==> config.mk <==
export PLATFORM = sky130hd
export DESIGN_NAME = ex_mdu
export DESIGN_NICKNAME = d
export VERILOG_FILES = /design/src/rtl/ex_mdu.sv
export SDC_FILE = /design/constraint.sdc
export NUM_CORES = 1
export LEC_CHECK = 0
export BUFFER_PORTS_ARGS = -buffer_cell sky130_fd_sc_hd__buf_2
export CAP_MARGIN = 10
export CORE_MARGIN = 5
export CORE_UTILIZATION = 40
export CTS_BUF_LIST = sky130_fd_sc_hd__clkbuf_4 sky130_fd_sc_hd__clkbuf_8
export CTS_CLUSTER_DIAMETER = 50
export DETAILED_ROUTE_END_ITERATION = 8
export PLACE_DENSITY = 0.54
export SLEW_MARGIN = 20
export SYNTH_ARGS = -nofsm -noshare
export SYNTH_HDL_FRONTEND = slang
export SYNTH_SLANG_ARGS = --single-unit
==> constraint.sdc <==
create_clock -name clk -period 3.4 [get_ports clk]
set_input_delay 0.34 -clock clk [delete_from_list [all_inputs] [get_ports clk]]
set_output_delay 0.34 -clock clk [all_outputs]
set_load 0.005 [all_outputs]
==> src/rtl/ex_mdu.sv <==
// ex_mdu: iterative RV32M multiply/divide sequencer beside the EX-stage ALU.
// Shift-add multiplier and restoring divider, one bit per cycle over 32
// CALC cycles, followed by a FIX cycle for sign correction and result select.
// Divide-by-zero and signed overflow take a single-cycle fast path.
// Optional feature macro: MDU_FAST_MUL_EN -- multiplies use one combinational
// 33x33 signed multiplier and complete with fast-path timing.
module ex_mdu (
   input  logic        clk,
   input  logic        rst_n,
   input  logic        mdu_start,
   input  logic [2:0]  mdu_funct,
   input  logic [31:0] rs1_data,
   input  logic [31:0] rs2_data,
   input  logic        flush,
   output logic        mdu_stall,
   output logic        mdu_done,
   output logic [31:0] mdu_result
);

   typedef enum logic [1:0] {IDLE, CALC, FIX, DONE} state_t;

   state_t      state;
   logic [4:0]  cnt;
   logic [2:0]  funct_q;
   // multiply: full product / multiplier shifting out of [31:0]
   // divide:   [31:0] holds dividend shifting out, quotient shifting in
   logic [63:0] acc;
   logic [31:0] rem_q;     // divide partial remainder (always < divisor)
   logic [31:0] opnd;      // multiplicand or divisor magnitude
   logic        neg_q;     // product / quotient must be negated in FIX
   logic        neg_r;     // remainder must be negated in FIX

   // ---------------- decode of the incoming operation ----------------
   logic        is_div, sgn_a, sgn_b, a_neg, b_neg;
   logic [31:0] a_abs, b_abs;
   logic        div0, ovf, fast_mul, fast, accept;
   logic [31:0] mul_res, fast_res;

   assign is_div = mdu_funct[2];
   // rs1 is signed for MULH, MULHSU, DIV, REM; rs2 for MULH, DIV, REM
   assign sgn_a  = (mdu_funct == 3'b001) || (mdu_funct == 3'b010) ||
                   (mdu_funct == 3'b100) || (mdu_funct == 3'b110);
   assign sgn_b  = (mdu_funct == 3'b001) || (mdu_funct == 3'b100) ||
                   (mdu_funct == 3'b110);
   assign a_neg  = sgn_a & rs1_data[31];
   assign b_neg  = sgn_b & rs2_data[31];
   assign a_abs  = a_neg ? (32'd0 - rs1_data) : rs1_data;
   assign b_abs  = b_neg ? (32'd0 - rs2_data) : rs2_data;

   assign div0   = is_div && (rs2_data == 32'd0);
   // signed overflow only exists for DIV/REM (funct[0] clear)
   assign ovf    = is_div && !mdu_funct[0] && (rs1_data == 32'h8000_0000) &&
                   (rs2_data == 32'hFFFF_FFFF);

`ifdef MDU_FAST_MUL_EN
   // 33x33 signed product: each operand is sign- or zero-extended, so the low
   // 64 bits of a 64-bit product are exact for every multiply variant
   logic [63:0] fm_a, fm_b, fm_p;
   assign fm_a     = {{32{a_neg}}, rs1_data};
   assign fm_b     = {{32{b_neg}}, rs2_data};
   assign fm_p     = fm_a * fm_b;
   assign fast_mul = !is_div;
   assign mul_res  = (mdu_funct[1:0] == 2'b00) ? fm_p[31:0] : fm_p[63:32];
`else
   assign fast_mul = 1'b0;
   assign mul_res  = 32'd0;
`endif

   assign fast   = div0 || ovf || fast_mul;
   assign accept = (state == IDLE) && mdu_start && !flush;

   // result for operations finishing at the accept edge
   always_comb begin
      fast_res = mul_res;
      if (div0)
         fast_res = mdu_funct[1] ? rs1_data : 32'hFFFF_FFFF;
      else if (ovf)
         fast_res = mdu_funct[1] ? 32'd0 : 32'h8000_0000;
   end

   // stall covers the accept cycle too so EX holds until DONE
   assign mdu_stall = (state == CALC) || (state == FIX) || accept;

   // ---------------- one iteration step ----------------
   logic [32:0] mul_sum;
   logic [32:0] pr;        // shifted partial remainder
   logic        ge;
   logic [31:0] dsub;

   assign mul_sum = {1'b0, acc[63:32]} + (acc[0] ? {1'b0, opnd} : 33'd0);
   assign pr      = {rem_q, acc[31]};
   assign ge      = (pr >= {1'b0, opnd});
   // when ge holds the true difference is below the divisor, so 32 bits suffice
   assign dsub    = pr[31:0] - opnd;

   // ---------------- sign correction and result select ----------------
   logic [63:0] pneg;
   logic [31:0] qv, rv, fix_res;

   // sign-correct the product, quotient and remainder, then pick by funct
   always_comb begin
      pneg = neg_q ? (64'd0 - acc) : acc;
      qv   = neg_q ? (32'd0 - acc[31:0]) : acc[31:0];
      rv   = neg_r ? (32'd0 - rem_q) : rem_q;
      case (funct_q)
         3'b000:                 fix_res = pneg[31:0];
         3'b001, 3'b010, 3'b011: fix_res = pneg[63:32];
         3'b100, 3'b101:         fix_res = qv;
         default:                fix_res = rv;
      endcase
   end

   // sequencer: accept, iterate, fix up, present result; flush aborts
   always_ff @(posedge clk or negedge rst_n) begin
      if (!rst_n) begin
         state      <= IDLE;
         cnt        <= 5'd0;
         funct_q    <= 3'd0;
         acc        <= 64'd0;
         rem_q      <= 32'd0;
         opnd       <= 32'd0;
         neg_q      <= 1'b0;
         neg_r      <= 1'b0;
         mdu_done   <= 1'b0;
         mdu_result <= 32'd0;
      end else if (flush) begin
         state    <= IDLE;
         cnt      <= 5'd0;
         mdu_done <= 1'b0;
      end else begin
         case (state)
            IDLE: begin
               mdu_done <= 1'b0;
               if (accept) begin
                  funct_q <= mdu_funct;
                  cnt     <= 5'd0;
                  neg_q   <= a_neg ^ b_neg;
                  neg_r   <= a_neg;
                  if (fast) begin
                     mdu_result <= fast_res;
                     mdu_done   <= 1'b1;
                     state      <= DONE;
                  end else begin
                     rem_q <= 32'd0;
                     if (is_div) begin
                        acc  <= {32'd0, a_abs};
                        opnd <= b_abs;
                     end else begin
                        acc  <= {32'd0, b_abs};
                        opnd <= a_abs;
                     end
                     state <= CALC;
                  end
               end
            end
            CALC: begin
               if (funct_q[2]) begin
                  acc   <= {acc[63:32], acc[30:0], ge};
                  rem_q <= ge ? dsub : pr[31:0];
               end else begin
                  acc   <= {mul_sum, acc[31:1]};
               end
               cnt <= cnt + 5'd1;
               if (cnt == 5'd31)
                  state <= FIX;
            end
            FIX: begin
               mdu_result <= fix_res;
               mdu_done   <= 1'b1;
               state      <= DONE;
            end
            default: begin
               mdu_done <= 1'b0;
               state    <= IDLE;
            end
         endcase
      end
   end

endmodule

==> metrics.txt <==
status finished, final reports clean; reg2reg end acc[61]; CTS max path bufs 2; Nets 2,370; Post-Synth XOR/XNOR Area 10.3%; Hold Path Class in2reg; Distinct cells, synth 88; initial antenna violation count 2; Rel. slew slack 33.3%; Vias 16.3k; Crit path arrival time between 3000 and 4000 ps; Mean Syn Cell Area 7.71 µm²; top cells by area, synth dfrtp_1 (27%), o21ai_0 (6.0%), a21oi_1 (6.0%); clk_skew 25.7 ps; fin crit share 95.8%; Least-Margin Pin Slew 1000 ps; Critical Path Start opnd[0]; syn nets 2,244; Pwr Density 1020 nW/µm²; Logic pwr share between 70% and 80%; DIE AREA 44,500 µm²; grt ovf 0; CP required approximately 3800 ps; Top FF cell, synth dfrtp_1; drt drc 0; Compound-Gate Fraction of Synth Area between 20% and 30%; clk sinks ~170; Switching Share 53.6%; Synth Area in Simple Gates 20.3%; count of flip-flops with a built-in enable after synthesis 0; crit path time final between 3000 and 4000 ps; Inserted Clock Buffers 17; async set-reset flop share out of synthesis 100%; H-Tree Level Count 4; post-synth top area share between 20 and 30%; remaining antenna violation count after routing 0; Layout Utilization 46.3%; worst r2r src opnd[0]; Net Sw Power 10.1 mW; die width around 210 µm; leakage 7.97 nW; Reg power frac 20.6%; Core Region ~40,000 µm²; setup slack after layout about 140 ps; initial DRC count 1,628; Synth Area in Adders 6.05%; clk_lat worst skew approximately 550 ps; Crit Path Max Fanout 3; GRT Overall Usage between 20% and 30%; Fillers 4,072; IO Count 105; sequential area share after synthesis 26.8%; final hold vios 0; drt wl/cell around 23 µm; first-pass GRT wire length 97.4 mm; worst slack at placement -48.3 ps; fin. max-slew vios 0; Syn Inst Count 2,096; RSZ-0062 raised after global routing true; most frequent cells in the layout nand2_1 (221), nor2_1 (213), o21ai_0 (194), a21oi_1 (191), dfrtp_1 (172); # setup viols final 0; Worst R2R Setup Slack 140 ps; Max-Cap Viols 0; highest achievable clock rate around 310 MHz; Setup crit end kind flop; Worst Setup EP acc[61]; Root Buffer clkbuf_8; Rows 73; setup TNS 0 ps; worst IR drop on VDD 0.431 mV; largest net degree at the start of global routing 116; largest family of logic cells by synthesized area compound AO/OA/AOI/OAI gates; area leader, netlist dfrtp_1; vias in the first global route about 16k; clock share of power 8.9%; CP Class reg2reg; dpl hpwl about 52 mm; Worst setup SP type flop; CTS tree done; Reg clk slew, reported paths 120 ps; Synth Register Bits 173; reg2reg path depth 13; Die Height 211 µm; Post-Syn Area between 15,000 and 20,000 µm²; mux contribution to synthesized area 4.43%; routed vias/inst a little under 6; Ys Warns 0; First-pass DRT Iterations 9; Final GP Congestion 0.957; Int Pwr 8.76 mW; # port buffers around 100; area grow syn2layout 14.0%; layout cell share with drive strength beyond 1 16.0%; WL final between 60 and 70 mm; Post-CTS Setup Inserts 0; hold slack 111 ps; initial core utilization about two fifths; commonest non-fill, non-tap cell in the layout nand2_1
## layout make-up
| type | count | area, µm² | area share, % |
|---|---|---|---|
| Multi-Input combinational cell | 1719 | 11100 | 60.5 |
| Sequential cell | 173 | 4330 | 23.5 |
| Timing Repair Buffer | 233 | 1570 | 8.54 |
| Tap cell | 525 | 657 | 3.56 |
| Inverter | 78 | 293 | 1.59 |
| Clock buffer | 18 | 248 | 1.34 |
| Clock inverter | 14 | 181 | 0.985 |
| Antenna cell | 1 | 2.50 | 0.0136 |
## worst max-delay path, cell delays in order (launching register included)
cell and delay [ps]:
dfrtp_1 410, and2_1 190, ha_1 210, inv_1 70, fa_1 190, nor2b_1 70
o31a_1 280, o41a_1 390, o211ai_1 330, a31oi_2 180, a221o_1 360, a211oi_2 250
xor2_1 170, o21ai_1 70
## metrics by stage
step / power (mW) / area (µm²) / std cells
after CTS: 18.5 / 18300 / 2760
final: 18.9 / 18400 / 2761
after detailed placement: 16.8 / 17900 / 2727
after floorplan: 12.0 / 16200 / 2096
after global routing: 20.2 / 18400 / 2761
after global placement: 16.7 / 17900 / 2727
## sequential cells by signal, summed over array words and instances, names as in the netlist
signal,cells
acc,64
mdu_result,32
opnd,32
rem_q,32
cnt,5
funct_q,3
state,2
mdu_done,1
neg_q,1
neg_r,1
## worst min path at each step
stage	startpoint	cells past startpoint	to
2_1_floorplan	rst_n	0	acc[0]
3_3_place_gp	rst_n	1	acc[46]
3_5_place_dp	rst_n	1	rem_q[29]
4_1_cts	flush	2	state[1]
5_1_grt	flush	2	state[1]
6_report	flush	2	state[1]
## power by group through the flow
stage               clock network [mW]  registers [mW]  logic, mW
floorplan                            0            3.61       8.40
global placement                     0            3.87       12.9
detailed placement                   0            3.90       12.9
CTS                               1.70            3.86       13.0
global route                      1.77            4.02       14.4
finish                            1.67            3.90       13.3
## metal layers
metal  track usage, %  up-vias  share of wire [%]
met3             4.40      110                7.0
met4             12.9        2                4.8
met2             42.8      620                 43
met5                0        -              0.011
li1                 -     7844                  -
met1             40.7     7756                 45
## logic make-up (layout without fill, tap and decap cells)
logic type      after synthesis  after routing
flops                       173            173
other cells                   0              1
mux                          67             67
fa+ha+maj                    77             77
compound gates              700            700
buf+inv                     204            343
xor+xnor                    190            190
simple gates                685            685
## synth_stat cells, drive strengths merged (31+ instances only)
master / count
mux2: 36
mux2i: 31
clkbuf: 93
ha: 75
o31ai: 52
nand2: 221
inv: 78
buf: 33
nor3: 35
nand4: 33
nor2: 214
a211oi: 37
o21ai: 214
a21oi: 193
xor2: 96
xnor2: 94
dfrtp: 173
## repair_timing
item,4_1_cts,5_1_grt
endpoints found under the hold margin,78,0
pin swaps,0,3
setup endpoints to repair,2,39
resized for setup,1,23
hold buffers,1,0
gates cloned,0,0
Power figures use the tool's default switching activity.
